**config.mk**
```make
export PLATFORM = sky130hd
export DESIGN_NAME = temp_alarm_ctrl
export DESIGN_NICKNAME = d
export VERILOG_FILES = /design/src/rtl/temp_alarm_ctrl.sv
export SDC_FILE = /design/constraint.sdc
export NUM_CORES = 1
export LEC_CHECK = 0
export ABC_AREA = 1
export ABC_CLOCK_PERIOD_IN_PS = 2210
export CORE_AREA = 2 2 131 133
export CTS_CLUSTER_DIAMETER = 120
export DETAILED_ROUTE_END_ITERATION = 10
export DIE_AREA = 0 0 133 135
export PLACE_DENSITY_LB_ADDON = 0.12
export SLEW_MARGIN = 5
export SYNTH_ARGS = -nofsm -noshare
export SYNTH_HDL_FRONTEND = slang
export SYNTH_SLANG_ARGS = --single-unit
```
**constraint.sdc**
```tcl
create_clock -name clk -period 2.21 [get_ports clk]
set_input_delay 0.5525 -clock clk [delete_from_list [all_inputs] [get_ports clk]]
set_output_delay 0.5525 -clock clk [all_outputs]
set_load 0.01 [all_outputs]
```
**src/rtl/temp_alarm_ctrl.sv**
```systemverilog
// Temperature alarm sequencer: threshold compare with hysteresis, debounced
// acknowledge button and a timed mute window, producing the buzzer sel code.
module temp_alarm_ctrl #(
  parameter int unsigned WARN_TH      = 50,
  parameter int unsigned CRIT_TH      = 70,
  parameter int unsigned HYST         = 2,
  parameter int unsigned DEBOUNCE_CYC = 1000000,
  parameter int unsigned MUTE_CYC     = 1500000000
) (
  input  logic       clk,
  input  logic       rst_n,
  input  logic [7:0] temp,
  input  logic       temp_valid,
  input  logic       ack_n,
  output logic [1:0] sel,
  output logic       alarm_active,
  output logic       muted
);

  typedef enum logic [1:0] {StNormal, StWarn, StCrit, StMuted} state_e;

  // Thresholds in half-degree units so the +0.5 flag lands in the LSB.
  localparam logic [6:0]  WarnDeg     = 7'(WARN_TH);
  localparam logic [6:0]  CritDeg     = 7'(CRIT_TH);
  localparam logic [6:0]  WarnHystDeg = 7'(WARN_TH - HYST);
  localparam logic [6:0]  CritHystDeg = 7'(CRIT_TH - HYST);
  localparam logic [7:0]  WarnHalf    = {WarnDeg, 1'b0};
  localparam logic [7:0]  CritHalf    = {CritDeg, 1'b0};
  localparam logic [7:0]  WarnHystHalf = {WarnHystDeg, 1'b0};
  localparam logic [7:0]  CritHystHalf = {CritHystDeg, 1'b0};
  localparam logic [31:0] DebLast     = 32'(DEBOUNCE_CYC - 1);
  localparam logic [31:0] MuteLast    = 32'(MUTE_CYC - 1);

  logic        ack_s1, ack_s2;
  logic        deb_level, deb_level_prev;
  logic [31:0] deb_cnt;
  logic        press;

  logic [7:0]  tval;
  logic        ge_crit, ge_warn, lt_warn_hyst, lt_crit_hyst;

  state_e      state_q, state_d;
  logic [31:0] mute_cnt_q, mute_cnt_d;
  logic [1:0]  sel_d;

  // Two-flop synchronizer for the asynchronous button.
  always_ff @(posedge clk or negedge rst_n) begin
    if (!rst_n) begin
      ack_s1 <= 1'b1;
      ack_s2 <= 1'b1;
    end else begin
      ack_s1 <= ack_n;
      ack_s2 <= ack_s1;
    end
  end

  // Debounce: accept a new level only after it has been held long enough.
  always_ff @(posedge clk or negedge rst_n) begin
    if (!rst_n) begin
      deb_level      <= 1'b1;
      deb_level_prev <= 1'b1;
      deb_cnt        <= '0;
    end else begin
      deb_level_prev <= deb_level;
      if (ack_s2 == deb_level) begin
        deb_cnt <= '0;
      end else if (deb_cnt == DebLast) begin
        deb_level <= ~deb_level;
        deb_cnt   <= '0;
      end else begin
        deb_cnt <= deb_cnt + 32'd1;
      end
    end
  end

  // Press is the falling edge of the debounced level; release is ignored.
  assign press = deb_level_prev & ~deb_level;

  assign tval         = {temp[6:0], temp[7]};
  assign ge_crit      = tval >= CritHalf;
  assign ge_warn      = tval >= WarnHalf;
  assign lt_warn_hyst = tval < WarnHystHalf;
  assign lt_crit_hyst = tval < CritHystHalf;

  // Next-state logic; temperature exits take priority over press and timeout.
  always_comb begin
    state_d    = state_q;
    mute_cnt_d = mute_cnt_q;
    unique case (state_q)
      StNormal: begin
        if (temp_valid) begin
          if (ge_crit)      state_d = StCrit;
          else if (ge_warn) state_d = StWarn;
        end
      end
      StWarn: begin
        if (temp_valid) begin
          if (ge_crit)           state_d = StCrit;
          else if (lt_warn_hyst) state_d = StNormal;
        end
      end
      StCrit: begin
        if (temp_valid && lt_warn_hyst) begin
          state_d = StNormal;
        end else if (temp_valid && lt_crit_hyst) begin
          state_d = StWarn;
        end else if (press) begin
          state_d    = StMuted;
          mute_cnt_d = '0;
        end
      end
      StMuted: begin
        if (temp_valid && lt_warn_hyst) begin
          state_d    = StNormal;
          mute_cnt_d = '0;
        end else if (temp_valid && lt_crit_hyst) begin
          state_d    = StWarn;
          mute_cnt_d = '0;
        end else if (mute_cnt_q == MuteLast) begin
          state_d    = StCrit;
          mute_cnt_d = '0;
        end else begin
          mute_cnt_d = mute_cnt_q + 32'd1;
        end
      end
      default: begin
        state_d    = StNormal;
        mute_cnt_d = '0;
      end
    endcase
  end

  // Buzzer code for the upcoming state.
  always_comb begin
    sel_d = 2'b00;
    unique case (state_d)
      StNormal: sel_d = 2'b00;
      StWarn:   sel_d = 2'b01;
      StCrit:   sel_d = 2'b11;
      StMuted:  sel_d = 2'b10;
      default:  sel_d = 2'b00;
    endcase
  end

  // State, mute counter and registered outputs move on the same edge.
  always_ff @(posedge clk or negedge rst_n) begin
    if (!rst_n) begin
      state_q      <= StNormal;
      mute_cnt_q   <= '0;
      sel          <= 2'b00;
      alarm_active <= 1'b0;
      muted        <= 1'b0;
    end else begin
      state_q      <= state_d;
      mute_cnt_q   <= mute_cnt_d;
      sel          <= sel_d;
      alarm_active <= (state_d == StCrit) || (state_d == StMuted);
      muted        <= (state_d == StMuted);
    end
  end

endmodule

```
---- After elaboration in Yosys (flattened, before gate mapping) ----
Cells that the tools add are included.
word-level totals
  bits in registers ....................... 74
  logic and storage cells ................. 62
  output and inout bits ................... 4
  input bits .............................. 12
cells by class
  add/subtract/negate cells ............... 2
  reduce and logical (&&, ||, !) cells .... 8
  order comparisons ....................... 4
  bitwise operators ....................... 3
  equality and inequality tests ........... 12
  muxes and demuxes ....................... 23
operators by type and width
  cell                                                                           number
  32-bit 2-to-1 mux                                                              8
  32-bit by 1-bit adder with 32-bit output (second input constant)               2
  32-bit case mux with 2 select lines                                            1
  32-bit by 20-bit == test with 1-bit output (second input constant)             1
  32-bit by 31-bit == test with 1-bit output (second input constant)             1
  2-bit 2-to-1 mux                                                               12
  2-bit case mux with 4 select lines                                             2
  2-bit == test (second input constant)                                          4
  8-bit by 7-bit >= comparator with 1-bit output (second input constant)         1
  8-bit >= comparator (second input constant)                                    1
  8-bit by 7-bit less-than comparator with 1-bit output (second input constant)  1
  8-bit less-than comparator (second input constant)                             1
  2-bit != test (second input constant)                                          3
  2-bit by 1-bit == test with 1-bit output (second input constant)               2
  2-bit zero test                                                                2
  4-bit AND reduction                                                            1
  1-bit logical AND                                                              2
  1-bit inverter                                                                 2
  2-bit AND reduction                                                            1
  2-bit nonzero test                                                             1
  1-bit AND                                                                      1
  1-bit == test                                                                  1
  1-bit logical OR                                                               1

---- Logic depth before layout (Yosys ltp) ----
  word-level depth ........................ 8
  mapped depth ............................ 14
  gate-level depth less buffers ........... 14

---- Worst setup path before layout ----
OpenSTA, ideal clock, no wires.
  kind .................................... flip-flop to flip-flop
  from .................................... register mute_cnt_q[0]
  to ...................................... register sel[1]
  data required time ...................... 2090 ps
  clock period less this slack ............ 1904 ps
  slack ................................... 306 ps
  stages on the path, launching flop included .. 14
  buffers on the path ..................... 0
  setup time .............................. 120 ps
  arrival ................................. 1784 ps
  cell sequence ........................... dfrtp_1 > ha_1 > nand2_4 > nor2_4 > nand2_2 > nor2_4 > nand2_2 > nand2_1 > nand3_1 > nand2_1 > nand2_2 > ha_1 > inv_1 > a21oi_1
between the ends
  word-level cells in the longest chain between the ends .. 7
  elaborated cells on any way between the ends .. 10
  those cells by class .................... 4 x eq/ne; 5 x mux; 1 x reduce/logical
RTL lines
  element                                         RTL line  source
  from (decl)                                     43        logic [31:0] mute_cnt_q, mute_cnt_d;
  from (signal assigned)                          155       mute_cnt_q <= mute_cnt_d;
  32-bit by 31-bit == test with 1-bit output (*)  119       end else if (mute_cnt_q == MuteLast) begin
  2-bit 2-to-1 mux (*)                            119
  2-bit 2-to-1 mux (*)                            116       end else if (temp_valid && lt_crit_hyst) begin
  2-bit 2-to-1 mux (*)                            113       if (temp_valid && lt_warn_hyst) begin
  2-bit case mux with 4 select lines (*)          89        unique case (state_q)
  named net state_d[0]                            42        state_e state_q, state_d;
  2-bit == test, or another cell as far along     136       unique case (state_d)
  2-bit case mux with 4 select lines (*)          136
  named net sel_d[1]                              44        logic [1:0] sel_d;
  to (signal assigned)                            156       sel <= sel_d;
  to (decl)                                       15        output logic [1:0] sel,
The timed path passes the listed nets; every way through them passes the cells marked *.
A chain may end at the register's enable or synchronous reset.

---- Worst setup path in the final report ----
  from .................................... register mute_cnt_q[20]
  to ...................................... register sel[1]
The elaborated chain is that of the path after synthesis.

==> results.sh <==
export IMPL_power_density_nw_per_um2=649.8
export IMPL_status="finished clean"
export IMPL_wl_um=13270
export IMPL_cts_tree="yes"
export IMPL_finClkSkew_ns=0.007604
export IMPL_synthAdderAreaFrac_pct=1.286
export IMPL_cts_hold_buf=0
export IMPL_rr_worst_depth=13
export IMPL_total_power_mw=3.695
export IMPL_htree_levels=3
export IMPL_grt_pass1_vias=4268
export IMPL_startpoint="mute_cnt_q[20]$_DFFE_PN0P_"
export IMPL_n_fill_cell=1793
export IMPL_syn_area_sq_um=4865
export IMPL_cts_setup_buffers=0
export IMPL_yosys_mux_area_fraction_pct=0
export IMPL_cts_buffers=9
export IMPL_period_share_pct=91.13
export IMPL_die_w_um=133
export IMPL_leakagePower_nw=2.481
export IMPL_cts_root_buf="clkbuf_16"
export IMPL_yosys_warnings=0
export IMPL_cts_max_path_buffers=2
export IMPL_hpwl_um=10370
export IMPL_detail_route_antenna_nets=0
export IMPL_combinationalPowerShare_pct=18.7
export IMPL_wl_met1_um=6291
export IMPL_slew_violations=0
export IMPL_die_area_sq_um=17960
export IMPL_final_nets=760
export IMPL_rows=47
export IMPL_synth_compound_area_share_pct=3.035
export IMPL_cp_required_ns=2.44
export IMPL_ios=16
export IMPL_crit_path_start_kind="flop"
export IMPL_path_max_fanout=5
export IMPL_grt_max_degree=44
export IMPL_synth_seq_area_share_pct=38.17
export IMPL_synthXorXnorAreaFrac_pct=5.401
export IMPL_wl_met2_um=6228
export IMPL_slowest_delay_ns=0.44
export IMPL_antenna_found_initial=0
export IMPL_max_freq_ghz=0.4965
export IMPL_max_cap_violations=0
export IMPL_synth_ff_type="dfrtp_1"
export IMPL_clk_latency_ns=0.34
export IMPL_drtIter0Drc=331
export IMPL_period_minus_slack_ns=2.014
export IMPL_cts_sinks=74
export IMPL_synth_top_family_by_area="simple AND/OR/NAND/NOR gates"
export IMPL_hold_viol_final=0
export IMPL_r2r_end="sel[1]$_DFF_PN0_"
export IMPL_finalSetupViolations=0
export IMPL_top_layer="met4"
export IMPL_synth_cells=706
export IMPL_multi_input_area_sq_um=2620
export IMPL_synth_edf_count=0
export IMPL_io_buffer_count=13
export IMPL_hold_class="input pin to asynchronous set/reset pin"
export IMPL_track_usage_pct=15.93
export IMPL_ys_ff_latch=74
export IMPL_yosys_cell_types_count=37
export IMPL_overflow=0
export IMPL_via_per_inst=4.623
export IMPL_pwr_share_seq_pct=40.8
export IMPL_crit_chain="inv_1 -> nand2_1 -> nor2_1 -> nand2_1 -> nor2_1 -> nand2_2 -> nand2_1 -> nand3_1 -> nand2_1 -> nand2_2 -> ha_1 -> inv_1 -> a21oi_1"
export IMPL_grt_pass1_wl_um=22230
export IMPL_drt_first_pass_iters=4
export IMPL_area_growth_pct=16.90
export IMPL_drc=0
export IMPL_core_area_sq_um=16410
export IMPL_wl_met3_um=531
export IMPL_cts_resized=0
export IMPL_vias=4475
export IMPL_endpoint_kind="flop"
export IMPL_syn_nets=723
export IMPL_cp_arrival_ns=2.24
export IMPL_critPathSlowestCell="dfrtp_1"
export IMPL_insertedDiodeCount=0
export IMPL_whs_ns=0.2141
export IMPL_r2r_start="mute_cnt_q[20]$_DFFE_PN0P_"
export IMPL_register_area_sq_um=1857
export IMPL_gp_congestion=0.8875
export IMPL_switching_share_pct=29.44
export IMPL_rrSetupSlack_ns=0.20
export IMPL_clk_pin_slew_ns=0.06
export IMPL_clockPowerShare_pct=40.6
export IMPL_ir_worst_vdd_mv=0.4507
export IMPL_p_sw_mw=1.088
export IMPL_worstSetupPathType="flop to flop"
export IMPL_synthArstFlopShare_pct=100.0
export IMPL_synthSimpleGateAreaFrac_pct=44.14
export IMPL_drive_gt1_share_pct=12.03
export IMPL_intPower_mw=2.607
export IMPL_postSynthAreaPerCell_sq_um=6.890
export IMPL_rsz0062_at_grt="no"
export IMPL_crit_top_cell="nand2_1"
export IMPL_dieHeight_um=135
export IMPL_start_util_pct=29.65
export IMPL_tightest_slew_ns=0.7101
export IMPL_slew_headroom_pct=52.61
export IMPL_wire_per_inst_um=13.70
-- metrics by stage --
stage	setup slack (ns)	setup TNS, ns	utilization (%)	cells	area, sq um
floorplan	0.3060	0	-	706	4865
global placement	-0.01303	-0.01303	32.85	952	5389
detailed placement	-0.007678	-0.01472	32.85	952	5389
CTS	0.1795	0	34.66	968	5687
global route	0.004400	0	34.66	968	5687
finish	0.1960	0	34.66	968	5687
-- synthesized netlist by cell type (5+ instances only) --
| master | instances | area share, % |
|---|---|---|
| a21oi_1 | 13 | 1.3 |
| dfrtp_1 | 70 | 36 |
| ha_1 | 5 | 1.3 |
| inv_1 | 83 | 6.4 |
| nand2_1 | 201 | 16 |
| nand2_2 | 14 | 1.8 |
| nand3_1 | 41 | 4.2 |
| nand4_1 | 27 | 3.5 |
| nor2_1 | 128 | 9.9 |
| nor2_2 | 15 | 1.9 |
| nor3_1 | 20 | 2.1 |
| o21ai_0 | 13 | 1.3 |
| xnor2_1 | 5 | 0.90 |
| xor2_1 | 25 | 4.5 |
-- area by class of cell --
| cell class | count | area share, % |
|---|---|---|
| flip-flops and latches | 74 | 32.65 |
| clock buffers | 12 | 4.334 |
| inverters | 91 | 6.095 |
| clock inverters | 4 | 0.9021 |
| well taps | 220 | 4.840 |
| multi-input cells | 534 | 46.07 |
| repair buffers | 33 | 5.105 |
-- placed cells by master (no fill, tap or decap), drive strengths merged --
| cell type | instances |
|---|---|
| nand3 | 43 |
| dfstp | 4 |
| and3 | 1 |
| xnor2 | 5 |
| dfrtp | 70 |
| bufinv | 1 |
| clkinv | 6 |
| clkdlybuf4s50 | 12 |
| nand4 | 27 |
| nor4 | 3 |
| buf | 21 |
| nor2 | 147 |
| nor2b | 1 |
| xor2 | 25 |
| clkinvlp | 1 |
| nand2 | 217 |
| nor3 | 27 |
| a21oi | 13 |
| inv | 87 |
| ha | 5 |
| nor3b | 1 |
| and2 | 1 |
| o2111ai | 1 |
| clkbuf | 12 |
| o21ai | 14 |
| nand3b | 3 |
-- worst max-delay path, delay by kind of cell, from the launching register on --
family | cells | cell delay [ns]
buffers and inverters | 2 | 0.25
flip-flops | 1 | 0.44
AND/OR/NAND/NOR | 9 | 0.94
AO/OA/AOI/OAI | 1 | 0.05
adder cells (fa/ha/maj) | 1 | 0.21
-- worst max path at each step --
stage,to,slack [ns],depth (start not counted)
final,sel[1]$_DFF_PN0_,0.20,13
after global placement,sel[1]$_DFF_PN0_,-0.01,13
after CTS,sel[1]$_DFF_PN0_,0.18,13
after global routing,alarm_active$_DFF_PN0_,0.004,13
after floorplan,sel[1]$_DFF_PN0_,0.31,13
after detailed placement,sel[1]$_DFF_PN0_,-0.008,13
-- kinds of logic after synthesis --
kind of cell | Yosys count
adder cells (fa/ha/maj) | 5
AO/OA/AOI/OAI | 28
flip-flops | 74
XOR/XNOR | 30
AND/OR/NAND/NOR | 471
buffers and inverters | 98
-- routing by layer --
| metal | vias to the layer above | track usage [%] |
|---|---|---|
| li1 | 2304 | - |
| met1 | 2088 | 21.70 |
| met2 | 69 | 25.65 |
| met3 | 14 | 2.440 |
| met4 | 0 | 5.974 |
| met5 | - | 0 |
-- power by group through the flow --
stage | Combinational [mW] | Clock (mW) | Sequential, mW
final | 0.691 | 1.50 | 1.51
after global routing | 0.783 | 1.62 | 1.52
after CTS | 0.710 | 1.55 | 1.51
after detailed placement | 0.709 | 0 | 1.53
after global placement | 0.705 | 0 | 1.53
after floorplan | 0.360 | 0 | 1.54
-- state kept, by name (all words and copies together) (netlist names) --
| register | cells |
|---|---|
| ack_s2 | 1 |
| muted | 1 |
| deb_cnt | 32 |
| alarm_active | 1 |
| sel | 2 |
| state_q | 2 |
| mute_cnt_q | 32 |
| ack_s1 | 1 |
| deb_level | 1 |
| deb_level_prev | 1 |
Note: power is estimated with default switching activity, not from simulation.
